`config.mk`:
```
export PLATFORM = sky130hd
export DESIGN_NAME = clock_mode_ctrl
export DESIGN_NICKNAME = d
export VERILOG_FILES = /design/src/rtl/clock_mode_ctrl.sv
export SDC_FILE = /design/constraint.sdc
export NUM_CORES = 1
export LEC_CHECK = 0
export ABC_CLOCK_PERIOD_IN_PS = 2700
export CORE_MARGIN = 3
export CORE_UTILIZATION = 60
export DETAILED_ROUTE_END_ITERATION = 7
export PLACE_DENSITY = 0.78
export REMOVE_ABC_BUFFERS = 1
export SLEW_MARGIN = 25
export SYNTH_ARGS = -nofsm -noshare
export SYNTH_HDL_FRONTEND = slang
export SYNTH_SLANG_ARGS = --single-unit
export TNS_END_PERCENT = 50
```
`constraint.sdc`:
```
create_clock -name clk -period 2.7 [get_ports clk]
set_input_delay 0.54 -clock clk [delete_from_list [all_inputs] [get_ports clk]]
set_output_delay 0.54 -clock clk [all_outputs]
set_load 0.01 [all_outputs]
```
`src/rtl/clock_mode_ctrl.sv`:
```
// Front-panel controller: turns debounced button levels into the mode level,
// routed shift/add pulses with add auto-repeat, idle timeout and load strobes.
module clock_mode_ctrl #(
    parameter int REPEAT_DELAY  = 8_000_000,
    parameter int REPEAT_PERIOD = 2_000_000,
    parameter int TIMEOUT       = 250_000_000
) (
    input  logic       clk,
    input  logic       rst,
    input  logic       mode_btn,
    input  logic       shift_btn,
    input  logic       add_btn,
    output logic [1:0] mode,
    output logic       set_time_en,
    output logic       set_time_shift,
    output logic       set_time_add,
    output logic       set_alarm_en,
    output logic       set_alarm_shift,
    output logic       set_alarm_add,
    output logic       time_load,
    output logic       alarm_load
);

    localparam int MAX_RP = (REPEAT_DELAY > REPEAT_PERIOD) ? REPEAT_DELAY : REPEAT_PERIOD;
    localparam int MAX_P  = (MAX_RP > TIMEOUT) ? MAX_RP : TIMEOUT;
    localparam int CW     = $clog2(MAX_P + 1);

    localparam logic [CW-1:0] DELAY_C  = CW'(REPEAT_DELAY);
    localparam logic [CW-1:0] PERIOD_C = CW'(REPEAT_PERIOD);
    localparam logic [CW-1:0] TO_LAST  = CW'(TIMEOUT - 1);
    localparam logic [CW-1:0] CNT_ONE  = CW'(1);
    localparam logic [CW-1:0] CNT_MAX  = {CW{1'b1}};

    typedef enum logic [1:0] {
        ST_RUN       = 2'b00,
        ST_SET_TIME  = 2'b01,
        ST_SET_ALARM = 2'b10
    } state_t;

    logic mode_btn_q, mode_btn_q2;
    logic shift_btn_q, shift_btn_q2;
    logic add_btn_q, add_btn_q2;

    state_t state_q, state_d;
    logic [CW-1:0] rep_cnt_q, rep_cnt_d;
    logic rep_first_q, rep_first_d;
    logic [CW-1:0] to_cnt_q, to_cnt_d;

    logic set_time_en_q, set_time_en_d;
    logic set_alarm_en_q, set_alarm_en_d;
    logic set_time_shift_q, set_time_shift_d;
    logic set_time_add_q, set_time_add_d;
    logic set_alarm_shift_q, set_alarm_shift_d;
    logic set_alarm_add_q, set_alarm_add_d;
    logic time_load_q, time_load_d;
    logic alarm_load_q, alarm_load_d;

    logic mode_ev, shift_ev, add_ev;
    logic in_set, go, rep_fire, activity, timeout;
    logic [CW-1:0] rep_target;

    // Two-stage button history used for rising-edge detection
    always_ff @(posedge clk or posedge rst) begin
        if (rst) begin
            mode_btn_q   <= 1'b0;
            mode_btn_q2  <= 1'b0;
            shift_btn_q  <= 1'b0;
            shift_btn_q2 <= 1'b0;
            add_btn_q    <= 1'b0;
            add_btn_q2   <= 1'b0;
        end else begin
            mode_btn_q   <= mode_btn;
            mode_btn_q2  <= mode_btn_q;
            shift_btn_q  <= shift_btn;
            shift_btn_q2 <= shift_btn_q;
            add_btn_q    <= add_btn;
            add_btn_q2   <= add_btn_q;
        end
    end

    // Next-state, counters and pulse routing; a mode event overrides everything else
    always_comb begin
        mode_ev  = mode_btn_q & ~mode_btn_q2;
        shift_ev = shift_btn_q & ~shift_btn_q2;
        add_ev   = add_btn_q & ~add_btn_q2;
        in_set   = (state_q != ST_RUN);
        go       = in_set & ~mode_ev;

        rep_target = rep_first_q ? PERIOD_C : DELAY_C;
        rep_fire   = go & add_btn_q & ~add_ev & (rep_cnt_q == rep_target);

        rep_cnt_d   = rep_cnt_q;
        rep_first_d = rep_first_q;
        if (!in_set || mode_ev || !add_btn_q) begin
            rep_cnt_d   = '0;
            rep_first_d = 1'b0;
        end else if (add_ev) begin
            rep_cnt_d   = CNT_ONE;
            rep_first_d = 1'b0;
        end else if (rep_fire) begin
            rep_cnt_d   = CNT_ONE;
            rep_first_d = 1'b1;
        end else if (rep_cnt_q != '0 && rep_cnt_q != CNT_MAX) begin
            rep_cnt_d = rep_cnt_q + CNT_ONE;
        end

        activity = mode_ev | shift_ev | add_ev | rep_fire;
        timeout  = in_set & ~activity & (to_cnt_q == TO_LAST);

        state_d = state_q;
        case (state_q)
            ST_RUN: begin
                if (mode_ev) state_d = ST_SET_TIME;
            end
            ST_SET_TIME: begin
                if (mode_ev) state_d = ST_SET_ALARM;
                else if (timeout) state_d = ST_RUN;
            end
            ST_SET_ALARM: begin
                if (mode_ev || timeout) state_d = ST_RUN;
            end
            default: state_d = ST_RUN;
        endcase

        to_cnt_d = to_cnt_q;
        if (!in_set || activity || timeout || state_d != state_q) begin
            to_cnt_d = '0;
        end else if (to_cnt_q != CNT_MAX) begin
            to_cnt_d = to_cnt_q + CNT_ONE;
        end

        set_time_shift_d  = go & (state_q == ST_SET_TIME) & shift_ev;
        set_time_add_d    = go & (state_q == ST_SET_TIME) & (add_ev | rep_fire);
        set_alarm_shift_d = go & (state_q == ST_SET_ALARM) & shift_ev;
        set_alarm_add_d   = go & (state_q == ST_SET_ALARM) & (add_ev | rep_fire);

        time_load_d  = (state_q == ST_SET_TIME) & (state_d != ST_SET_TIME);
        alarm_load_d = (state_q == ST_SET_ALARM) & (state_d != ST_SET_ALARM);

        set_time_en_d  = (state_d == ST_SET_TIME);
        set_alarm_en_d = (state_d == ST_SET_ALARM);
    end

    // FSM state, counters and registered outputs
    always_ff @(posedge clk or posedge rst) begin
        if (rst) begin
            state_q           <= ST_RUN;
            rep_cnt_q         <= '0;
            rep_first_q       <= 1'b0;
            to_cnt_q          <= '0;
            set_time_en_q     <= 1'b0;
            set_alarm_en_q    <= 1'b0;
            set_time_shift_q  <= 1'b0;
            set_time_add_q    <= 1'b0;
            set_alarm_shift_q <= 1'b0;
            set_alarm_add_q   <= 1'b0;
            time_load_q       <= 1'b0;
            alarm_load_q      <= 1'b0;
        end else begin
            state_q           <= state_d;
            rep_cnt_q         <= rep_cnt_d;
            rep_first_q       <= rep_first_d;
            to_cnt_q          <= to_cnt_d;
            set_time_en_q     <= set_time_en_d;
            set_alarm_en_q    <= set_alarm_en_d;
            set_time_shift_q  <= set_time_shift_d;
            set_time_add_q    <= set_time_add_d;
            set_alarm_shift_q <= set_alarm_shift_d;
            set_alarm_add_q   <= set_alarm_add_d;
            time_load_q       <= time_load_d;
            alarm_load_q      <= alarm_load_d;
        end
    end

    assign mode            = state_q;
    assign set_time_en     = set_time_en_q;
    assign set_alarm_en    = set_alarm_en_q;
    assign set_time_shift  = set_time_shift_q;
    assign set_time_add    = set_time_add_q;
    assign set_alarm_shift = set_alarm_shift_q;
    assign set_alarm_add   = set_alarm_add_q;
    assign time_load       = time_load_q;
    assign alarm_load      = alarm_load_q;

endmodule

```
; Word-level counts from Yosys, hierarchy flattened
; Cells that the tools add are included.
[totals]
reg_bits = 73
latch_bits = 0
ram_bits = 0
romBits = 0
input_bits = 5
out_inout_bits = 10
word_cells = 88
mem_count = 0
[classes]
n_addsub = 2
mul = 0
n_div = 0
magnitude_cmp = 0
n_eq_ne = 11
shifts = 0
muxes = 15
bitwise_logic = 27
n_reduce_logical = 15
[ops]
columns = operator, count
row1 = $mux W28, 6
row2 = $add A28 B1 Y28 const B, 2
row3 = $ne A28 B28 Y1 const B, 2
row4 = $eq A28 B23 Y1, 1
row5 = $eq A28 B28 Y1 const B, 1
row6 = $reduce_bool A28 Y1, 1
row7 = $mux W23, 1
row8 = $and A1 B1 Y1, 17
row9 = $mux W2, 4
row10 = $logic_or A1 B1 Y1, 6
row11 = $not A1 Y1, 6
row12 = $pmux W2 S3, 1
row13 = $eq A2 B1 Y1 const B, 2
row14 = $eq A2 B2 Y1 const B, 2
row15 = $or A1 B1 Y1, 4
row16 = $reduce_bool A2 Y1, 2
row17 = $reduce_bool A4 Y1, 1
row18 = $mux W1, 3
row19 = $reduce_bool A3 Y1, 1
row20 = $logic_not A1 Y1, 2
row21 = $logic_not A2 Y1, 1
row22 = $ne A2 B1 Y1 const B, 1
row23 = $ne A2 B2 Y1, 1
row24 = $ne A2 B2 Y1 const B, 1
row25 = $logic_and A1 B1 Y1, 1

; Logic depth before layout (Yosys ltp)
[depth]
word_depth = 17
mapped_depth = 9
ltp_nobuf = 7

; Worst setup path before layout
; OpenSTA, ideal clock, no wires.
[synth_timing]
path_type = register -> register
start = reg rep_cnt_q[0]
end = reg to_cnt_q[0]
setup_time_ps = 121
t_arrival_ps = 2027
required_time_ps = 2579
setup_slack_ps = 552
stages_incl_launch_ff = 9
n_path_buf = 1
synth_period_minus_slack_ps = 2148
cell_sequence = dfrtp_1 inv_1 ha_1 nor4b_1 nand4_1 a2111o_1 nand4_1 buf_2 nor2_1
[synth_via]
elab_chain_cells = 12
elab_cells_between_ends = 17
classes_between = eq/ne (2) / mux (5) / bitwise (5) / reduce/logical (5)
[synth_rtl]
columns = item, line_no
row1 = from (decl), 45  ; logic [CW-1:0] rep_cnt_q, rep_cnt_d;
row2 = from (signal assigned), 161  ; rep_cnt_q <= rep_cnt_d;
row3 = $eq A28 B23 Y1 (*), 90  ; rep_fire = go & add_btn_q & ~add_ev & (rep_cnt_q == rep_target);
row4 = $and A1 B1 Y1 (*), 90
row5 = $or A1 B1 Y1 (*), 107  ; activity = mode_ev | shift_ev | add_ev | rep_fire;
row6 = $not A1 Y1, 108  ; timeout = in_set & ~activity & (to_cnt_q == TO_LAST);
row7 = $and A1 B1 Y1 (2 in series), 108
row8 = $mux W2 / $logic_or A1 B1 Y1 (equally long branches), "117, 120"
row9 = "$mux W2, on equally long branches", "116, 120"
row10 = $pmux W2 S3, 111  ; case (state_q)
row11 = $ne A2 B2 Y1, 126  ; if (!in_set || activity || timeout || state_d != state_q) begin
row12 = $logic_or A1 B1 Y1 (*), 126
row13 = $mux W28 / $reduce_bool A2 Y1 (equally long branches), -
row14 = to (signal assigned), 163  ; to_cnt_q <= to_cnt_d;
row15 = to (decl), 47  ; logic [CW-1:0] to_cnt_q, to_cnt_d;
; Every way passes the cells marked *; elsewhere a longest branch is shown, timed or not.
; A chain may end at the register's enable or synchronous reset.

; Worst setup path after layout
[layout_timing]
start = reg rep_cnt_q[0]
end = reg rep_cnt_q[22]
[layout_via]
elab_chain_cells = 5
elab_cells_between_ends = 11
classes_between = add/sub (1) / eq/ne (2) / mux (4) / bitwise (1) / reduce/logical (3)
[layout_rtl]
columns = item, line_no
row1 = $add A28 B1 Y28 / $eq A28 B23 Y1 (equally long branches), "104, 90"
row2 = $mux W28 / $and A1 B1 Y1 (equally long branches), "103, 90"
row3 = $mux W28, 100  ; end else if (rep_fire) begin
row4 = $mux W28, 97  ; end else if (add_ev) begin
row5 = $mux W28, 94  ; if (!in_set || mode_ev || !add_btn_q) begin
; Parallel ways exist; a longest one is shown, timed or not. The select of a mux whose other input is x is not followed.

==> results.md <==
* Post-Route WL at 8.294 mm
* Max-slew violation count at 0
* CTS Hold Bufs at 0
* Site Rows at 28
* Initial antenna violation count at 0
* Sequential fraction of the synthesis area at 0.4604
* Multi-input logic area at 2012 sq um
* Post-layout net count at 442
* Seq cells post-synth at 73
* Status: finished, final reports clean
* Crit path time final at around 2.3 ns
* Power density over the cells at 561.1 nW/um^2
* GPL Wtd Cong at 0.9075
* Cts bufs inserted at 9
* Postcts setup bufs at 0
* CTS root buffer: clkbuf_8
* Most frequent cells in the layout: 73 x dfrtp_1, 38 x nor2_1, 30 x a21oi_1
* CTS Sinks at 73
* Ys Warns at 0
* Clock skew at between 0.008 and 0.009 ns
* Final Power at between 2 and 2.5 mW
* Final hold viol count at 0
* GR Overflow Total at 0
* Die W at 87.32 microns
* LEAKAGE at roughly 1.6 nW
* Netlist area before placement at 3968 sq um
* Required @ worst endpoint at 2.91 ns
* Worst reg2reg endpoint: rep_cnt_q[22]
* CP endpoint kind: register
* Drc violations at 0
* First-pass GRT wire length at around 15 mm
* TritonCTS clock tree: done
* Most common cell after layout, fill and taps aside: dfrtp_1
* R2R Setup Slk at 0.36 ns
* Number of DRC markers in iteration 0 at 220
* Worst-skew pair later-pin latency at 0.35 ns
* Avg Vias per Cell at 6.395
* R2R cell count at 7
* Layout area overhead at 10.15%
* Routed len/inst at ~16 microns
* Max-cap violation count at 0
* Distinct cells, synth at 55
* Total track usage at 0.2426
* Slew @ Worst Pin at 0.7240 ns
* Antenna Cells at 0
* Final Setup Violations at 0
* Final TNS setup at 0 ns
* CTS Buffer Depth at 2
* Chip height at approximately 87 microns
* Crit start category: register
* Crit path launch: rep_cnt_q[0]
* Post-CTS resize count at 0
* Peak Freq at 426.6 MHz
* Detail Placement HPWL at ~5.8 mm
* Top Ports at 15
* Max VDD drop at 0.5377 mV
* IO buf count at 14
* Most common flop cell mapped by yosys: dfrtp_1
* Sequential cell area at 1827 sq um
* Max incr delay on CP at 0.46 ns
* Fillers at 474
* Mean Syn Cell Area at approximately 9.5 sq um
* Worst Path Arrival at around 2.6 ns
* Design area at 4370 sq um
* Core ar. at 6166 sq um
* CP Capture Point: rep_cnt_q[22]
* CP Class: reg -> reg
* CP cell instances: inv_1 > ha_1 > nor4b_1 > nand4_1 > a2111o_1 > nand2_2 > nor2_1
* Full die area at about 7600 sq um
* Crit Reg-Reg Startpoint: rep_cnt_q[0]
* EDFF count, synth at 0
* Slew HR at 0.5141
* Post-DP Area at 4153 sq um
* Layout cells sized above 1 at 0.08884
* Largest net degree at the start of global routing at 46
* CP max FO at 27
* FFs w/ async S/R, synth at 1.000
* Vias at 3287
* Vias in the first global route at 3154
* Post-Syn Instances at 419
* Final period utilization at 0.8682
* Util after Layout at 0.7088
* H-tree Lvls at 3
* Antenna viol nets, final at 0
* CTS clock-pin slew for the worst setup and hold paths at 0.08 ns
* Initial Utilization at 0.6435
* RSZ-0062 raised after global routing: no
* Hold crit path type: reg -> reg
* Slowest cell on the critical path: a2111o_1
* 1st-pass router iterations at 4
layer usage:
| metal | up-vias | share of wire | track usage |
|---|---|---|---|
| li1 | 1615 | - | - |
| met5 | - | 0 | 0 |
| met4 | 0 | 0.014 | 0.06974 |
| met1 | 1574 | 0.45 | 0.3178 |
| met2 | 85 | 0.49 | 0.3945 |
| met3 | 13 | 0.048 | 0.06623 |
how the worst min path moves through the flow:
stage / from / end / slack, ns / depth (start not counted)
after detailed placement: shift_btn_q / shift_btn_q2 / 0.35 / 0
after floorplan: shift_btn_q / shift_btn_q2 / 0.35 / 0
final: shift_btn_q / shift_btn_q2 / 0.37 / 0
after CTS: shift_btn_q / shift_btn_q2 / 0.37 / 0
after global routing: shift_btn_q / shift_btn_q2 / 0.39 / 0
after global placement: shift_btn_q / shift_btn_q2 / 0.36 / 0
power breakdown:
part	leakage (nW)	switching, mW	total, mW	internal, mW
clock network	0.107	0.403	0.927	0.523
registers	1.00	0.0357	1.17	1.14
logic	0.494	0.206	0.351	0.145
cell type report:
cell class / instances / area share
Sequential cell: 73 / 0.4180
Timing Repair Buffer: 17 / 0.04008
Clock buffer: 10 / 0.02920
Clock inverter: 6 / 0.02061
Inverter: 12 / 0.01031
Multi-Input combinational cell: 321 / 0.4603
Tap cell: 75 / 0.02147
cell families (layout without fill, tap and decap cells):
kind of cell | after synthesis | count (layout) | share of synthesized area
AO/OA/AOI/OAI | 86 | 86 | 0.1391
XOR/XNOR | 19 | 19 | 0.04194
adder cells (fa/ha/maj) | 3 | 3 | 0.009462
buffers and inverters | 25 | 45 | 0.03248
flip-flops | 73 | 73 | 0.4604
multiplexers | 3 | 3 | 0.007569
AND/OR/NAND/NOR | 210 | 210 | 0.3091
through the flow:
stage / setup WS (ns) / cells / hold slack [ns]
3_3_place_gp: 0.4354 / 498 / 0.3557
5_1_grt: 0.1413 / 514 / 0.3888
6_report: 0.3560 / 514 / 0.3689
4_1_cts: 0.3419 / 514 / 0.3706
2_1_floorplan: 0.3067 / 406 / 0.3465
3_5_place_dp: 0.3854 / 498 / 0.3529
synth_stat cells (all sizes together) (10+ instances only):
library cell / number / area (sq um)
a21oi: 30 / 150.1
xnor2: 14 / 122.6
inv: 12 / 45.04
nand4: 22 / 158.9
nand2: 30 / 115.1
or3: 18 / 115.1
or4: 17 / 141.4
nand3: 17 / 90.09
nor2: 38 / 142.6
buf: 10 / 72.57
nor4: 10 / 62.56
o31ai: 11 / 82.58
o21ai: 20 / 100.1
dfrtp: 73 / 1827
worst max-delay path: cells and delay by family, from the launching register on:
kind,cells,cell delay [ns]
simple gates,4,1.08
compound gates,1,0.46
flops,1,0.42
fa+ha+maj,1,0.14
buf+inv,1,0.10
No activity file was read; power rests on OpenSTA's default activity.
